File: src/rtl/pipe_hazard_ctrl.sv
// ---------------------------------------------------------------------------
// pipe_hazard_ctrl
//
// Central stall/flush sequencer for the 5-stage MIPS pipeline. It resolves
// Tuse/Tnew data hazards against the E and M stages, tracks how long the
// HI/LO multiply/divide unit stays busy, and sequences the PC redirect plus
// bubble cycles that follow an exception or an eret. It produces control
// only; no datapath values pass through it.
//
// Parameters
//   MULT_LAT   cycles mult/multu occupies the HI/LO unit after leaving E
//   DIV_LAT    cycles div/divu occupies the HI/LO unit after leaving E
//   REDIR_BUB  bubble cycles after a redirect (F/D cleared, PC held), 0..3
//
// Ports
//   clk, reset                 clock, synchronous active-high reset
//   id_rs, id_rt               source registers of the instruction in D
//   id_tuse_rs, id_tuse_rt     cycles until D needs rs/rt (3 = unused)
//   id_md                      D instruction uses the HI/LO unit
//   ex_wa, ex_tnew             dest reg / cycles-to-ready of the E instr
//   mem_wa, mem_tnew           dest reg / cycles-to-ready of the M instr
//   ex_md_start, ex_md_div     E instr starts a mult (0) or div (1)
//   exc_req, eret_req          exception / eret commit pulses from CP0
//   pc_en, fd_en, de_en        pipeline register enables
//   fd_clr, de_clr, em_clr, mw_clr  synchronous bubble-insert clears
//   pc_sel                     00 sequential, 01 exception vector, 10 EPC
//   md_busy                    HI/LO unit busy
//   stall                      hazard stall active this cycle
//
// Optional feature (macro PIPE_PERF_CNT_EN)
//   When defined, adds perf_stall (cycles with stall=1) and perf_flush
//   (number of redirect cycles), both free-running 32-bit wrapping counters
//   cleared by reset. When undefined those ports and counters do not exist.
// ---------------------------------------------------------------------------
module pipe_hazard_ctrl #(
    parameter int unsigned MULT_LAT  = 5,
    parameter int unsigned DIV_LAT   = 10,
    parameter int unsigned REDIR_BUB = 1
) (
    input  logic        clk,
    input  logic        reset,
    input  logic [4:0]  id_rs,
    input  logic [4:0]  id_rt,
    input  logic [1:0]  id_tuse_rs,
    input  logic [1:0]  id_tuse_rt,
    input  logic        id_md,
    input  logic [4:0]  ex_wa,
    input  logic [1:0]  ex_tnew,
    input  logic [4:0]  mem_wa,
    input  logic [1:0]  mem_tnew,
    input  logic        ex_md_start,
    input  logic        ex_md_div,
    input  logic        exc_req,
    input  logic        eret_req,
    output logic        pc_en,
    output logic        fd_en,
    output logic        de_en,
    output logic        fd_clr,
    output logic        de_clr,
    output logic        em_clr,
    output logic        mw_clr,
    output logic [1:0]  pc_sel,
    output logic        md_busy,
    output logic        stall
`ifdef PIPE_PERF_CNT_EN
    ,
    output logic [31:0] perf_stall,
    output logic [31:0] perf_flush
`endif
);

    localparam int unsigned MD_MAX = (MULT_LAT > DIV_LAT) ? MULT_LAT : DIV_LAT;
    localparam int unsigned MD_W   = (MD_MAX < 2) ? 1 : $clog2(MD_MAX + 1);

    localparam logic [MD_W-1:0] MULT_LOAD = MD_W'(MULT_LAT);
    localparam logic [MD_W-1:0] DIV_LOAD  = MD_W'(DIV_LAT);
    localparam logic [1:0]      BUB_LOAD  = 2'(REDIR_BUB);

    localparam logic [1:0] SEL_SEQ  = 2'b00;
    localparam logic [1:0] SEL_EXC  = 2'b01;
    localparam logic [1:0] SEL_EPC  = 2'b10;

    localparam logic [0:0] ST_RUN   = 1'b0;
    localparam logic [0:0] ST_REDIR = 1'b1;

    logic [0:0]      state;
    logic [1:0]      bub_cnt;
    logic [MD_W-1:0] md_cnt;

    logic hit_rs;
    logic hit_rt;
    logic data_stall;
    logic md_stall;
    logic unit_busy;
    logic redirect;
    logic hazard;

    // A source only conflicts when it is a real register and the producer
    // cannot deliver in time through forwarding (Tuse < Tnew).
    always_comb begin
        hit_rs = ((id_rs != 5'd0) && (id_rs == ex_wa)  && (id_tuse_rs < ex_tnew)) ||
                 ((id_rs != 5'd0) && (id_rs == mem_wa) && (id_tuse_rs < mem_tnew));
        hit_rt = ((id_rt != 5'd0) && (id_rt == ex_wa)  && (id_tuse_rt < ex_tnew)) ||
                 ((id_rt != 5'd0) && (id_rt == mem_wa) && (id_tuse_rt < mem_tnew));
        data_stall = hit_rs | hit_rt;
    end

    // A HI/LO instruction in D waits while the unit is busy, including the
    // very cycle a mult/div is leaving E (the counter is not loaded yet).
    always_comb begin
        unit_busy = (md_cnt != '0);
        md_stall  = id_md && (unit_busy || ex_md_start);
    end

    // Redirect is taken in RUN on either request; in REDIR only a new
    // exception can restart it. An eret cannot be in M during REDIR because
    // the redirect cycle flushed E/M, so it is ignored there.
    always_comb begin
        redirect = !reset && (exc_req || ((state == ST_RUN) && eret_req));
        hazard   = !reset && (state == ST_RUN) && !redirect && (data_stall || md_stall);
    end

    // Output decode, highest priority first: reset, redirect cycle, bubble
    // cycles after a redirect, hazard stall, normal flow.
    always_comb begin
        pc_en   = 1'b1;
        fd_en   = 1'b1;
        de_en   = 1'b1;
        fd_clr  = 1'b0;
        de_clr  = 1'b0;
        em_clr  = 1'b0;
        mw_clr  = 1'b0;
        pc_sel  = SEL_SEQ;
        stall   = 1'b0;
        md_busy = !reset && unit_busy;
        if (reset) begin
            pc_en  = 1'b0;
            fd_en  = 1'b0;
            de_en  = 1'b0;
            fd_clr = 1'b1;
            de_clr = 1'b1;
            em_clr = 1'b1;
            mw_clr = 1'b1;
        end else if (redirect) begin
            // The excepting instruction in M must not write back; a
            // committing eret does.
            fd_clr = 1'b1;
            de_clr = 1'b1;
            em_clr = 1'b1;
            mw_clr = exc_req;
            pc_sel = exc_req ? SEL_EXC : SEL_EPC;
        end else if (state == ST_REDIR) begin
            pc_en  = 1'b0;
            fd_clr = 1'b1;
            de_clr = 1'b1;
        end else if (hazard) begin
            // Hold PC and F/D, push a bubble into E; E/M and M/W drain.
            pc_en  = 1'b0;
            fd_en  = 1'b0;
            de_clr = 1'b1;
            stall  = 1'b1;
        end
    end

    // HI/LO busy counter. A new start always reloads, even mid-operation,
    // and redirects do not touch it: an issued HI/LO op runs to completion.
    always_ff @(posedge clk) begin
        if (reset) begin
            md_cnt <= '0;
        end else if (ex_md_start) begin
            md_cnt <= ex_md_div ? DIV_LOAD : MULT_LOAD;
        end else if (md_cnt != '0) begin
            md_cnt <= md_cnt - 1'b1;
        end
    end

    // Redirect sequencer. bub_cnt holds the bubble cycles still to run,
    // including the current one, so REDIR lasts exactly REDIR_BUB cycles.
    always_ff @(posedge clk) begin
        if (reset) begin
            state   <= ST_RUN;
            bub_cnt <= 2'd0;
        end else if (redirect) begin
            if (REDIR_BUB != 0) begin
                state   <= ST_REDIR;
                bub_cnt <= BUB_LOAD;
            end else begin
                state   <= ST_RUN;
                bub_cnt <= 2'd0;
            end
        end else if (state == ST_REDIR) begin
            if (bub_cnt <= 2'd1) begin
                state   <= ST_RUN;
                bub_cnt <= 2'd0;
            end else begin
                bub_cnt <= bub_cnt - 2'd1;
            end
        end
    end

`ifdef PIPE_PERF_CNT_EN
    // Event counters sample the same cycle the event is visible on the
    // outputs and wrap naturally at 2^32.
    always_ff @(posedge clk) begin
        if (reset) begin
            perf_stall <= 32'd0;
            perf_flush <= 32'd0;
        end else begin
            if (stall) begin
                perf_stall <= perf_stall + 32'd1;
            end
            if (redirect) begin
                perf_flush <= perf_flush + 32'd1;
            end
        end
    end
`endif

endmodule

File: config.mk
export PLATFORM = sky130hd
export DESIGN_NAME = pipe_hazard_ctrl
export DESIGN_NICKNAME = d
export VERILOG_FILES = /design/src/rtl/pipe_hazard_ctrl.sv
export SDC_FILE = /design/constraint.sdc
export NUM_CORES = 1
export LEC_CHECK = 0
export ABC_CLOCK_PERIOD_IN_PS = 2000
export CAP_MARGIN = 20
export CORE_MARGIN = 5
export CORE_UTILIZATION = 38
export DETAILED_ROUTE_END_ITERATION = 10
export PLACE_DENSITY_LB_ADDON = 0.1
export SETUP_SLACK_MARGIN = 0.2
export SLEW_MARGIN = 20
export SYNTH_ARGS = -nofsm -noshare
export SYNTH_HDL_FRONTEND = slang
export SYNTH_SLANG_ARGS = --single-unit
export TNS_END_PERCENT = 1
File: constraint.sdc
create_clock -name clk -period 2 [get_ports clk]
set_input_delay 0.3 -clock clk [delete_from_list [all_inputs] [get_ports clk]]
set_output_delay 0.3 -clock clk [all_outputs]
set_load 0.03 [all_outputs]
**Word-level counts from Yosys, hierarchy flattened**

Index checks and enable logic that the tools add are counted.

- Output and inout port bits: 11
- Flip-flop bits (word level): 7

- Equality and inequality tests: 4
- Add/subtract/negate cells: 2
- Mux-type cells: 34
- Reduce and logical (&&, ||, !) cells: 28
- Bitwise operators: 2
- Order comparisons: 5

Operator list:

| operator | number |
|---|---|
| $mux W1 | 27 |
| $eq A5 B5 Y1 | 4 |
| $logic_and A1 B1 Y1 | 15 |
| $mux W4 | 3 |
| $reduce_bool A5 Y1 | 2 |
| $lt A2 B2 Y1 | 4 |
| $mux W2 | 4 |
| $logic_or A1 B1 Y1 | 5 |
| $reduce_bool A2 Y1 | 2 |
| $reduce_bool A4 Y1 | 1 |
| $sub A4 B1 Y4 const B | 1 |
| $le A2 B1 Y1 const B | 1 |
| $logic_not A1 Y1 | 2 |
| $reduce_or A2 Y1 | 1 |
| $sub A2 B1 Y2 const B | 1 |
| $not A1 Y1 | 1 |
| $or A1 B1 Y1 | 1 |

**Longest topological paths before layout**

Gate-level depths: netlist of the first run.

- Depth after elaboration: 11
- Gate-level depth with buffers: 7
- Depth with buffers taken out: 7

**Worst setup path before layout of the first run**

Ideal clock, no wire load.

- Path kind: input to output
- From: input mem_tnew[1]
- To: output stall
- Slack: 19 ps
- Stages on the path: 7
- Path buffers: 0
- Arrival: 1,681 ps
- Path through: inv_1 ha_1 a2111oi_4 nand4_1 a21oi_2 nor3_2 nor2_1

- Cells in the longest elaborated chain, start to end: 10

Ends and longest elaborated chain:

| element | line | text |
|---|---|---|
| start: declaration | 50 | `input logic [1:0] mem_tnew,` |
| $lt A2 B2 Y1 (on tied branches) | 102, 104 |  |
| $logic_and A1 B1 Y1 (on tied branches) | 102, 104 |  |
| $logic_or A1 B1 Y1 (on tied branches) | 101, 103 |  |
| $or A1 B1 Y1 * | 105 | `data_stall = hit_rs \| hit_rt;` |
| $logic_or A1 B1 Y1 * | 120 | `hazard = !reset && (state == ST_RUN) && !redirect && (data_stall \|\| md_stall);` |
| $logic_and A1 B1 Y1 * | 120 |  |
| $mux W1 * | 156 | `end else if (hazard) begin` |
| $mux W1 * | 152 | `end else if (state == ST_REDIR) begin` |
| $mux W1 * | 144 | `end else if (redirect) begin` |
| $mux W1 * | 136 | `if (reset) begin` |
| end: declaration | 64 | `output logic stall` |

Every way passes the cells marked *; elsewhere a longest branch is shown, timed or not.

**Worst setup path in the final report of the first run**

- From: input id_tuse_rt[0]
- To: output pc_en

- Cells in the longest elaborated chain, start to end: 10

Ends and longest elaborated chain:

| element | line | text |
|---|---|---|
| start: declaration | 45 | `input logic [1:0] id_tuse_rt,` |
| $lt A2 B2 Y1 (on tied branches) | 103, 104 |  |
| $logic_and A1 B1 Y1 (on tied branches) | 103, 104 |  |
| $logic_or A1 B1 Y1 * | 103 | `hit_rt = ((id_rt != 5'd0) && (id_rt == ex_wa) && (id_tuse_rt < ex_tnew)) \|\|` |
| $or A1 B1 Y1 * | 105 |  |
| $logic_or A1 B1 Y1 * | 120 |  |
| $logic_and A1 B1 Y1 * | 120 |  |
| $mux W1 * | 156 |  |
| $mux W1 * | 152 |  |
| $mux W1 * | 144 |  |
| $mux W1 * | 136 |  |
| end: declaration | 55 | `output logic pc_en,` |

Marks and branches as above.

==> results.sh, run 1 <==
export IMPL_status="finished with violations"
export IMPL_violations="negative setup slack"
export IMPL_cts_max_level=1
export IMPL_synth_edf_count=0
export IMPL_drv_cap=0
export IMPL_tightest_slew_ns=0.308
export IMPL_grt_pass1_vias=1071
export IMPL_slowest_delay_ns=0.33
export IMPL_place_worst_setup_slack_ns=-1.00
export IMPL_cp_end_kind="primary output"
export IMPL_num_vias=983
export IMPL_placedCellCount=198
export IMPL_synth_net_count=144
export IMPL_reg2reg_from="md_cnt[0]$_SDFFE_PP0N_"
export IMPL_grt_max_degree=8
export IMPL_async_reset_ff_share_pct=0
export IMPL_fmax_mhz=466
export IMPL_nNetsFinal=218
export IMPL_cts_tree="yes"
export IMPL_cp_slowest_cell="a2111oi_4"
export IMPL_p_clk_share_pct=18.7
export IMPL_yosys_top_cells_count="15 x nor2_1, 12 x xor2_1, 11 x xnor2_1"
export IMPL_syn_area_um2=828
export IMPL_regArea_um2=140
export IMPL_ys_ff_latch=7
export IMPL_arrival_ns=1.85
export IMPL_die_area_um2=3210
export IMPL_worst_path_stages=8
export IMPL_hp_class="flip-flop to flip-flop"
export IMPL_p_sw_share_pct=35.4
export IMPL_yosysMostFrequentCell="nor2_1"
export IMPL_portBuffers=45
export IMPL_syn_inst=103
export IMPL_setup_viol=4
export IMPL_rsz0062_at_grt="true"
export IMPL_n_antenna_cell=0
export IMPL_synth_main_ff_cell="dfxtp_1"
export IMPL_cts_clk_slew_worst_paths_ns=0.05
export IMPL_synth_seq_area_share_pct=16.9
export IMPL_post_route_drc_count=0
export IMPL_drive_above_1_share_pct=45.5
export IMPL_ant_nets=0
export IMPL_slew_viol_final=0
export IMPL_leakage_nw=0.677
export IMPL_yosys_cell_types_count=28
export IMPL_avgRoutedWirePerCell_um=13.4
export IMPL_fin_ws_ns=-0.145
export IMPL_syn_avg_cell_area_um2=8.04
export IMPL_final_core_util_pct=74.0
export IMPL_synthToLayoutAreaGrowth_pct=92.0
export IMPL_path_class="input pin to primary output"
export IMPL_relSlewSlack_pct=79.4
export IMPL_dp_hpwl_mm=2.23
export IMPL_power_internal_mw=0.424
export IMPL_overflow=0
export IMPL_startpoint="id_tuse_rt[0]"
export IMPL_die_x_um=56.7
export IMPL_die_h_um=56.7
export IMPL_clock_latency_ns=0.24
export IMPL_grt_antenna_before_repair=0
export IMPL_p_sw_mw=0.233
export IMPL_synthTopCellsByArea="dfxtp_1 17%, xor2_1 13%, xnor2_1 12%"
export IMPL_holdBufCountCts=0
export IMPL_critPathLaunchType="input pin"
export IMPL_hold_worst_slack_ns=0.468
export IMPL_cp_max_fo=2
export IMPL_cts_root_buffer="clkbuf_4"
export IMPL_grt_total_usage_pct=17.6
export IMPL_fill_cells=170
export IMPL_hold_start="bub_cnt[1]$_SDFFE_PP0P_"
export IMPL_hold_violations=0
export IMPL_powerDensity_nw_per_um2=413
export IMPL_grt_pass1_wl_mm=4.53
export IMPL_cp_buffers_inverters=2
export IMPL_synth_top_area_cell="dfxtp_1"
export IMPL_clock_sinks=7
export IMPL_multi_input_area_um2=773
export IMPL_crit_family="compound AO/OA/AOI/OAI gates"
export IMPL_holdPathStages=2
export IMPL_tns_ns=-0.402
export IMPL_cts_buffer_depth=2
export IMPL_core_area_um2=2150
export IMPL_finalNonFillerCells=204
export IMPL_fin_worst_skew_ns=0.00407
export IMPL_wl_mm=2.73
export IMPL_p_comb_share_pct=57.1
export IMPL_drt_iter0_drc=10
export IMPL_ff2ff_path_depth=8
export IMPL_synth_top_area_share_pct=16.9
export IMPL_cp_cell_sequence="dlygate4sd2_1, nand2b_4, a2111oi_4, nand4_1, a21oi_2, o31ai_2, a31o_2, buf_6"
export IMPL_yosysWarnings=0
export IMPL_drt_pass1_iter_count=2
export IMPL_place_congestion=0.859
export IMPL_peakVddDrop_uv=372
export IMPL_seqPwrFrac_pct=24.1
export IMPL_numCtsBuffers=3
export IMPL_fin_crit_sh_pct=107
export IMPL_via_per_inst=4.82
export IMPL_row_count=17
export IMPL_boundaryPins=46
export IMPL_cp_required_ns=1.70
export IMPL_min_period_ns=2.15
export IMPL_start_util_pct=38.6
kinds of logic after synthesis:
| logic type | after synthesis | share of synthesized area (%) |
|---|---|---|
| AO/OA/AOI/OAI | 19 | 20.2 |
| flip-flops | 7 | 16.9 |
| buffers and inverters | 10 | 5.44 |
| adder cells (fa/ha/maj) | 6 | 9.06 |
| AND/OR/NAND/NOR | 38 | 24.0 |
| XOR/XNOR | 23 | 24.3 |
path summary, 6_finish.rpt:
kind / to / slack [ns]
max: pc_en / -0.15
max reg2reg: md_cnt[1]$_SDFFE_PP0N_ / 0.78
min reg2reg: bub_cnt[1]$_SDFFE_PP0P_ / 0.47
min: bub_cnt[1]$_SDFFE_PP0P_ / 0.47
tightest hold or removal path: cells and delay by family (launching register included):
kind             cells  cell delay (ns)
flip-flops           1             0.32
AO/OA/AOI/OAI        1             0.07
AND/OR/NAND/NOR      1             0.04
per-stage QoR:
| step | total power, mW | area, um2 |
|---|---|---|
| 2_1_floorplan | 0.339 | 861 |
| 3_3_place_gp | 0.511 | 1490 |
| 3_5_place_dp | 0.519 | 1490 |
| 4_1_cts | 0.658 | 1610 |
| 5_1_grt | 0.698 | 1590 |
| 6_report | 0.657 | 1590 |
timing repair:
item | CTS | global route
hold endpoints to repair | 0 | 0
setup buffers | 2 | 0
pin swaps | 16 | 11
endpoints found under the setup margin | 4 | 5
resized for setup | 76 | 16
final cells by class:
type / instances / area share [%]
Clock buffer: 4 / 1.65
Inverter: 9 / 2.36
Multi-Input combinational cell: 86 / 48.6
Sequential cell: 7 / 8.81
Tap cell: 28 / 2.20
Timing Repair Buffer: 70 / 36.3
placed cells by master (no fill, tap or decap), types with 3 or more instances in the layout:
cell type / instances
a21oi_1: 5
buf_2: 3
buf_4: 29
buf_6: 8
clkbuf_2: 7
clkbuf_4: 3
clkdlybuf4s50_1: 11
dfxtp_1: 7
dlygate4sd2_1: 9
inv_1: 7
nand2_1: 4
nand2b_1: 3
nand4_1: 3
nor2_1: 12
xnor2_1: 11
xor2_1: 6
xor2_2: 6
power groups by stage:
stage / clock (mW) / combinational, mW / sequential (mW)
global placement: 0 / 0.350 / 0.161
floorplan: 0 / 0.177 / 0.161
detailed placement: 0 / 0.358 / 0.161
finish: 0.123 / 0.375 / 0.159
global route: 0.134 / 0.404 / 0.160
CTS: 0.126 / 0.373 / 0.158
flip-flops by register name, summed over array words and instances (netlist names):
register and cells:
state 1, bub_cnt 2, md_cnt 4
layer usage:
layer	global-route usage (%)	vias to the layer above	share of wire, %
met5	0	-	0
li1	-	497	-
met2	36.1	34	57
met3	4.60	8	5.2
met1	16.8	444	36
met4	3.73	0	2.0
Note: power is estimated with default switching activity, not from simulation.
==> run 2, diff against run 1 <==
ABC_CLOCK_PERIOD_IN_PS = 2190   (was 2000)
clock period = 2.19 ns   (was 2 ns; I/O delays follow)
==> results.sh, run 2 (same netlist as run 1, synthesis figures left out) <==
export IMPL_status="finished with violations"
export IMPL_violations="negative setup slack"
export IMPL_slew_viol_final=0
export IMPL_cp_max_fo=2
export IMPL_grt_pass1_vias=1177
export IMPL_hold_end="bub_cnt[1]$_SDFFE_PP0P_"
export IMPL_cp_end_kind="primary output"
export IMPL_reg2reg_from="md_cnt[0]$_SDFFE_PP0N_"
export IMPL_final_core_util_pct=78.2
export IMPL_relSlewSlack_pct=78.3
export IMPL_fill_cells=148
export IMPL_start_util_pct=38.6
export IMPL_peakVddDrop_uv=294
export IMPL_drive_above_1_share_pct=46.3
export IMPL_cts_clk_slew_worst_paths_ns=0.05
export IMPL_grt_max_degree=8
export IMPL_place_congestion=0.848
export IMPL_row_count=17
export IMPL_numCtsBuffers=3
export IMPL_drt_pass1_iter_count=4
export IMPL_nNetsFinal=217
export IMPL_die_area_um2=3210
export IMPL_clock_sinks=7
export IMPL_largest_register="md_cnt"
export IMPL_core_area_um2=2150
export IMPL_powerDensity_nw_per_um2=378
export IMPL_grt_pass1_wl_mm=4.93
export IMPL_wl_mm=3.09
export IMPL_cts_max_level=1
export IMPL_cts_buffer_depth=2
export IMPL_leakage_nw=0.706
export IMPL_post_route_drc_count=0
export IMPL_boundaryPins=46
export IMPL_min_period_ns=2.29
export IMPL_setup_viol=4
export IMPL_portBuffers=45
export IMPL_hold_violations=0
export IMPL_final_cell_mix="25 x buf_4, 12 x nor2_1, 12 x clkdlybuf4s50_1"
export IMPL_cp_required_ns=1.86
export IMPL_fmax_mhz=437
export IMPL_hold_start="bub_cnt[1]$_SDFFE_PP0P_"
export IMPL_timing_rr_end="md_cnt[1]$_SDFFE_PP0N_"
export IMPL_via_per_inst=4.91
export IMPL_hp_class="flip-flop to flip-flop"
export IMPL_ant_nets=0
export IMPL_fin_ws_ns=-0.0978
export IMPL_fin_crit_sh_pct=104
export IMPL_dp_hpwl_mm=2.32
export IMPL_n_antenna_cell=0
export IMPL_largest_reg_flops=4
export IMPL_hold_worst_slack_ns=0.487
export IMPL_rsz0062_at_grt="true"
export IMPL_avgRoutedWirePerCell_um=15.2
export IMPL_overflow=0
export IMPL_drv_cap=0
export IMPL_grt_antenna_before_repair=0
export IMPL_num_vias=997
export IMPL_tightest_slew_ns=0.326
export IMPL_die_h_um=56.7
export IMPL_critPathLaunchType="input pin"
export IMPL_ff2ff_path_depth=8
export IMPL_largest_registers="md_cnt (4), bub_cnt (2), state (1)"
export IMPL_arrival_ns=1.96
export IMPL_cts_tree="yes"
export IMPL_holdPathStages=2
export IMPL_path_class="input pin to primary output"
export IMPL_fin_worst_skew_ns=0.000889
export IMPL_cts_root_buffer="clkbuf_4"
export IMPL_clock_latency_ns=0.26
export IMPL_mostFrequentLayoutCell="buf_4"
export IMPL_grt_total_usage_pct=19.5
export IMPL_synthToLayoutAreaGrowth_pct=103
export IMPL_r2r_slack_ns=0.95
export IMPL_die_x_um=56.7
export IMPL_drt_iter0_drc=22
## run 2: changes by cell type in the layout (fill, tap and decap cells not counted), moves of 2 or more
cell,before,now
xor2_2,6,9
clkbuf_2,7,5
ha_2,2,0
buf_4,29,25
xor2_1,6,3
ha_4,2,4
## run 2: layout make-up
cell class                 instances  area [um2]  share of cell area [%]
clock buffer                       4        26.3                    1.56
inverter                           9        38.8                    2.31
multi-input combinational         86         851                    50.6
sequential                         7         140                    8.34
tap                               28        35.0                    2.08
timing repair buffer              69         589                    35.1
## run 2: routing by layer
metal | global-route usage [%] | routed length, um | share of wire, % | vias up
met5 | 0 | 0 | 0 | -
met3 | 4.14 | 149 | 4.8 | 12
li1 | - | - | - | 491
met4 | 9.15 | 128 | 4.1 | 0
met1 | 18.2 | 1090 | 35 | 457
met2 | 38.9 | 1720 | 56 | 37
## run 2: timing repair
| action | 4_1_cts | 5_1_grt |
|---|---|---|
| gates cloned | 0 | 0 |
| hold endpoints to repair | 0 | 0 |
| endpoints found under the setup margin | 6 | 4 |
| pin swaps | 19 | 17 |
| buffers inserted | 2 | 0 |
| hold buffers | 0 | 0 |
| gates resized for setup | 89 | 30 |
## run 2: power by group
| group | internal, mW | switching [mW] |
|---|---|---|
| logic | 0.188 | 0.178 |
| clock network | 0.0699 | 0.0530 |
| registers | 0.138 | 0.00704 |
| total | 0.396 | 0.238 |
## run 2: how the worst max path moves through the flow
stage	from	end	cells past startpoint
3_3_place_gp	ex_tnew[1]	pc_en	9
2_1_floorplan	mem_tnew[1]	pc_en	7
3_5_place_dp	mem_tnew[1]	pc_en	9
6_report	mem_wa[0]	pc_en	7
5_1_grt	mem_wa[0]	pc_en	7
4_1_cts	mem_tnew[1]	pc_en	10
## run 2: critical path, cell delays in order
cell and delay, ns:
clkdlybuf4s50_1 0.48, xnor2_1 0.26, nand4_1 0.20, a21oi_2 0.24, o31ai_2 0.09, a31o_1 0.23, buf_6 0.14
## run 2: per-stage QoR
| step | worst slack [ns] | cell area, um2 | setup TNS, ns | power, mW | std cells |
|---|---|---|---|---|---|
| final | -0.0978 | 1680 | -0.290 | 0.635 | 203 |
| after global routing | -0.189 | 1680 | -0.677 | 0.677 | 203 |
| after floorplan | 0.231 | 831 | 0 | 0.304 | 103 |
| after CTS | -0.0209 | 1620 | -0.0209 | 0.616 | 203 |
| after global placement | -0.801 | 1460 | -2.17 | 0.462 | 197 |
| after detailed placement | -0.865 | 1460 | -2.45 | 0.471 | 197 |
